**config.mk**
```make
export PLATFORM = sky130hd
export DESIGN_NAME = hazard_ctrl
export DESIGN_NICKNAME = d
export VERILOG_FILES = /design/src/rtl/hazard_ctrl.sv
export SDC_FILE = /design/constraint.sdc
export NUM_CORES = 1
export LEC_CHECK = 0
export ABC_AREA = 1
export CAP_MARGIN = 20
export CORE_ASPECT_RATIO = 0.9
export CORE_MARGIN = 2
export CORE_UTILIZATION = 30
export DETAILED_ROUTE_END_ITERATION = 6
export GPL_TIMING_DRIVEN = 0
export PLACE_DENSITY_LB_ADDON = 0.15
export SLEW_MARGIN = 5
export SYNTH_ARGS = -nofsm -noshare
export SYNTH_HDL_FRONTEND = slang
export SYNTH_SLANG_ARGS = --single-unit
```
**constraint.sdc**
```tcl
create_clock -name vclk -period 2.2
set_clock_uncertainty 0.1 [all_clocks]
set_input_delay 0.44 -clock vclk [all_inputs]
set_output_delay 0.44 -clock vclk [all_outputs]
set_load 0.1 [all_outputs]
```
**src/rtl/hazard_ctrl.sv**
```systemverilog
// rtl/hazard_ctrl.sv - 5-stage pipeline hazard controller: forwarding, load-use stall, branch flush, multiply occupancy.
// Multiply sequencing is built only when HAZARD_MUL_EN is defined.
module hazard_ctrl #(
    parameter int REG_AW  = 4,
    parameter int NUM_SRC = 2,
    parameter int MUL_LAT = 3,
    parameter int PC_REG  = 15
) (
    input  logic                        clk,
    input  logic                        reset,
    input  logic [NUM_SRC*REG_AW-1:0]   RAD,
    input  logic [NUM_SRC*REG_AW-1:0]   RAE,
    input  logic [REG_AW-1:0]           WA3E,
    input  logic [REG_AW-1:0]           WA3M,
    input  logic [REG_AW-1:0]           WA3W,
    input  logic                        RegWriteE,
    input  logic                        RegWriteM,
    input  logic                        RegWriteW,
    input  logic                        MemtoRegE,
    input  logic                        BranchTakenE,
    input  logic                        MulStartE,
    output logic [2*NUM_SRC-1:0]        ForwardE,
    output logic                        StallF,
    output logic                        StallD,
    output logic                        StallE,
    output logic                        FlushD,
    output logic                        FlushE,
    output logic                        MulBusy,
    output logic                        MulDoneE
);

    localparam logic [REG_AW-1:0] PC_ADDR = PC_REG[REG_AW-1:0];

    logic [2*NUM_SRC-1:0] fwd;
    logic [NUM_SRC-1:0]   rad_hit;
    logic                 ld_stall;
    logic                 mul_busy;
    logic                 mul_done;

    for (genvar i = 0; i < NUM_SRC; i++) begin : g_src
        logic [REG_AW-1:0] rae_i;
        logic [REG_AW-1:0] rad_i;
        logic              hit_m;
        logic              hit_w;

        assign rae_i = RAE[i*REG_AW +: REG_AW];
        assign rad_i = RAD[i*REG_AW +: REG_AW];
        assign hit_m = RegWriteM && (rae_i == WA3M) && (rae_i != PC_ADDR);
        assign hit_w = RegWriteW && (rae_i == WA3W) && (rae_i != PC_ADDR);
        // Memory stage holds the younger result, so it wins over writeback.
        assign fwd[2*i +: 2] = hit_m ? 2'b10 : (hit_w ? 2'b01 : 2'b00);
        assign rad_hit[i]    = (rad_i == WA3E);
    end

    assign ld_stall = MemtoRegE && RegWriteE && (WA3E != PC_ADDR) && (|rad_hit);

`ifdef HAZARD_MUL_EN
    if (MUL_LAT < 1 || MUL_LAT > 16) begin : g_bad_mul_lat
        $error("hazard_ctrl: MUL_LAT must be in 1..16");
    end

    typedef enum logic {
        IDLE = 1'b0,
        BUSY = 1'b1
    } mul_state_t;

    localparam logic [3:0] CNT_INIT = (MUL_LAT > 1) ? 4'(MUL_LAT - 2) : 4'd0;
    localparam logic       MUL_MULTI = (MUL_LAT > 1);

    mul_state_t state;
    logic [3:0] cnt;

    always_ff @(posedge clk or posedge reset) begin
        if (reset) begin
            state <= IDLE;
            cnt   <= 4'd0;
        end else begin
            case (state)
                IDLE: begin
                    if (MulStartE && MUL_MULTI) begin
                        state <= BUSY;
                        cnt   <= CNT_INIT;
                    end
                end
                BUSY: begin
                    // A MulStartE seen here is the held instruction, not a new multiply.
                    if (cnt == 4'd0) begin
                        state <= IDLE;
                    end else begin
                        cnt <= cnt - 4'd1;
                    end
                end
                default: begin
                    state <= IDLE;
                    cnt   <= 4'd0;
                end
            endcase
        end
    end

    assign mul_busy = (state == BUSY);
    assign mul_done = mul_busy ? (cnt == 4'd0) : (!MUL_MULTI && MulStartE);
`else
    logic unused_mul_inputs;
    localparam int unused_mul_lat = MUL_LAT;

    assign unused_mul_inputs = &{1'b0, MulStartE, clk};
    assign mul_busy          = 1'b0;
    assign mul_done          = 1'b0;
`endif

    always_comb begin
        ForwardE = '0;
        StallF   = 1'b0;
        StallD   = 1'b0;
        StallE   = 1'b0;
        FlushD   = 1'b0;
        FlushE   = 1'b0;
        MulBusy  = 1'b0;
        MulDoneE = 1'b0;
        if (!reset) begin
            ForwardE = fwd;
            MulBusy  = mul_busy;
            MulDoneE = mul_done;
            if (mul_busy) begin
                // Execute is occupied: freeze the front end, ignore branch and load-use.
                StallF = 1'b1;
                StallD = 1'b1;
                StallE = 1'b1;
            end else if (BranchTakenE) begin
                FlushD = 1'b1;
                FlushE = 1'b1;
            end else if (ld_stall) begin
                StallF = 1'b1;
                StallD = 1'b1;
                FlushE = 1'b1;
            end
        end
    end

endmodule

```
* Yosys cells after proc, flatten, opt, wreduce, memory -nomap -nowiden
Cells that the tools add are included.
** Operators by class
- Equality and inequality tests :: 9
- Mux-type cells :: 12
- Reductions and logical operators :: 12
** Operators by type and width (number)
- 4-bit == test :: 6
- 4-bit != test (second input constant) :: 3
- 1-bit logical AND :: 11
- 1-bit two-way mux :: 9
- 2-bit two-way mux :: 2
- 4-bit two-way mux :: 1
- 2-bit OR reduction :: 1
** Word-level totals
- Bits in registers :: 0
- Input bits :: 36
- Output and inout port bits :: 11
- Word-level logic and storage cells :: 33

* Logic depth before layout (Yosys ltp)
- Word-level depth :: 6
- Mapped depth :: 9
- Gate-level depth less buffers :: 8

* Worst setup path before layout
No wires, ideal clock.
- Kind :: in2out
- From :: input WA3M[0]
- To :: output ForwardE[1]
- Arrival time :: 2.749 ns
- Data required time :: 1.660 ns
- Slack :: -1.089 ns
- Stages :: 6
- Path buffers :: 0
- Cell sequence :: inv_1 > nand2_1 > nand2_1 > nor2_1 > nand2_1 > nor3_1
** On the way
- Longest elaborated chain between the ends :: 5
** RTL lines
- start: declaration :: RTL line 14 : input logic [REG_AW-1:0] WA3M,
- 4-bit == test :: RTL line 48 : assign hit_m = RegWriteM && (rae_i == WA3M) && (rae_i != PC_ADDR);
- 1-bit logical AND (2 in a row) :: RTL line 48
- 2-bit two-way mux :: RTL line 51 : assign fwd[2*i +: 2] = hit_m ? 2'b10 : (hit_w ? 2'b01 : 2'b00);
- 4-bit two-way mux :: RTL line 121 : if (!reset) begin
- end: declaration :: RTL line 22 : output logic [2*NUM_SRC-1:0] ForwardE,
No other way between the ends.

* Worst setup path after layout
- From :: input MemtoRegE
- To :: output StallF
** On the way
- Longest elaborated chain between the ends :: 6
** RTL lines
- start: declaration :: RTL line 19 : input logic MemtoRegE,
- 1-bit logical AND (3 in a row) :: RTL line 55 : assign ld_stall = MemtoRegE && RegWriteE && (WA3E != PC_ADDR) && (|rad_hit);
- 1-bit two-way mux :: RTL line 133 : end else if (ld_stall) begin
- 1-bit two-way mux :: RTL line 130 : end else if (BranchTakenE) begin
- 1-bit two-way mux :: RTL line 121
- end: declaration :: RTL line 23 : output logic StallF,
No other way between the ends.

==> flow_metrics.tcl <==
set metrics [dict create \
    status "complete, no violations" \
    whs_path_depth 5 \
    cap_viol_max_count 0 \
    yosysUniqueCellTypes 19 \
    synth_warnings 0 \
    p_leak_nw 0.6557 \
    area_delta_synth_final_pct 92.15 \
    dp_hpwl_um 1423 \
    drc 0 \
    grt_pass1_vias 742 \
    nFlopsAndLatches 0 \
    port-buffer-count 42 \
    vias 816 \
    nNetsFinal 210 \
    fp.dieH_um 44.92 \
    drive_above_1_share_pct 18.02 \
    antenna_found_initial 0 \
    clock.fmax_mhz 473.2 \
    wl_um 1671 \
    post-route-util_pct 62.46 \
    dp_slack_ps -1139 \
    crit_path_end "StallF" \
    slew_violations 0 \
    syn_area_um2 558.0 \
    timing.final.crit_share_pct 96.06 \
    p_per_area_nw_per_um2 189.7 \
    rows 14 \
    hold_violations 0 \
    setup.worst_path.start_class "input pin" \
    clkbuf_count 0 \
    postSynthAreaPerCell_um2 4.360 \
    cp_max_fo 2 \
    dieArea_um2 2222 \
    io_pins 47 \
    post_drt_wl_per_cell_um 8.526 \
    grt_overflow_total 0 \
    end_kind "output pin" \
    register_area_um2 0 \
    grt_first_pass_wirelength_um 2766 \
    arrival_ps 1570 \
    dieWidth_um 49.46 \
    initial_core_util_pct 32.51 \
    worstSetupPathType "in2out" \
    num_antenna_cells 0 \
    fin_ws_ps 86.79 \
    first_pass_iters 4 \
    globalplace.congestion 0.8310 \
    fp.coreArea_um2 1717 \
    drt-initial-drc-count 15 \
    min_period_ps 2113 \
    ys_seq_area_share_pct 0 \
    ant_nets 0 \
    vdd_ir_drop_max_mv 0.1074 \
    grt_start_max_net_pins 6 \
    setup_viol 0 \
    syn_inst 128 \
    grtUsageTotal_pct 15.10 \
    cp.required_ps 1660 \
    min_path_type "in2out" \
    viasPerCell 4.163 \
    setup.worst_path.start "MemtoRegE" \
    cts_setup_buffers 0 \
]
-- metal layers --
| metal | GRT usage (%) | up-vias | wire [um] |
|---|---|---|---|
| met5 | 0 | - | 0 |
| met2 | 30.81 | 27 | 831 |
| met1 | 17.30 | 332 | 685 |
| li1 | - | 457 | - |
| met3 | 3.311 | 0 | 155 |
| met4 | 0 | 0 | 0 |
-- final cells by class --
class,instances,area [um2]
fillers,190,644.4
multi-input cells,100,474.2
repair buffers,42,436.7
inverters,26,97.59
plain buffers,4,33.78
well taps,24,30.03
-- synthesized netlist by cell type --
library cell | n | area [um2]
nor2_2 | 2 | 12.51
nor3_1 | 3 | 15.01
nand2_1 | 56 | 210.2
conb_1 | 1 | 3.750
a21oi_2 | 1 | 8.760
o21ai_0 | 2 | 10.01
buf_4 | 4 | 30.03
nor3_2 | 1 | 10.01
xnor2_1 | 4 | 35.03
nand4_1 | 1 | 6.260
nor2_1 | 19 | 71.32
inv_1 | 23 | 86.33
o21ai_1 | 2 | 10.01
nand2_2 | 1 | 6.260
nor3b_1 | 1 | 7.510
xor2_1 | 1 | 8.760
nand3_1 | 2 | 10.01
a21oi_1 | 1 | 5.000
inv_2 | 3 | 11.26
-- critical path, stage by stage --
cell,delay (ps)
clkdlybuf4s50_1,470
nand3_1,70
nor2_1,130
nand2_2,90
nor2_4,100
buf_6,110
buf_12,160
-- worst min-delay path by stage --
| stage | endpoint | start | slack [ps] |
|---|---|---|---|
| floorplan | StallD | BranchTakenE | 880 |
| global placement | StallD | BranchTakenE | 2310 |
| detailed placement | StallD | BranchTakenE | 2310 |
| CTS | ForwardE[3] | reset | 1330 |
| global route | ForwardE[0] | WA3W[2] | 1340 |
| finish | ForwardE[0] | WA3W[2] | 1310 |
-- stage by stage --
step	std cells	area [um2]	power [W]	setup TNS (ps)	hold WS (ps)
floorplan	130	590.6	0.0001219	-230.7	879.6
global placement	196	1041	0.0002118	-7689	2308
detailed placement	196	1041	0.0002141	-7718	2309
CTS	196	1052	0.0002024	0	1326
global route	196	1072	0.0002234	-3.300	1339
finish	196	1072	0.0002034	0	1311
-- timing repair --
action | CTS | global route
endpoints found under the setup margin | 8 | 5
resized for setup | 89 | 13
hold buffers | 0 | 0
pin swaps | 10 | 5
-- power breakdown --
part / switching [W] / internal, W
clock network: 0 / 0
logic: 0.000124 / 0.0000791
registers: 0 / 0
total: 0.000124 / 0.0000791
-- logic make-up after synthesis --
family | share of synthesized area (%)
xor+xnor | 7.847
buf+inv | 22.87
simple gates | 62.56
compound gates | 6.053
other cells | 0.6720
-- cell usage in the layout (no fill, tap or decap) --
cell type	instances
nor2_2	4
inv_2	7
nand2_1	55
conb_1	3
nor3b_2	1
buf_12	4
nor3_1	1
clkdlybuf4s50_1	4
nand4_1	1
nor2_4	1
nor3_4	1
a21oi_2	1
dlymetal6s2s_1	4
o21ai_1	2
clkdlybuf4s15_1	3
o21ai_0	2
buf_2	1
a21oi_1	1
inv_1	19
nand2_2	2
nand3_1	2
buf_6	3
buf_4	4
xor2_1	1
xnor2_1	4
dlygate4sd2_1	23
nor3_2	2
nor2_1	16
(Power assumes the default switching activity.)
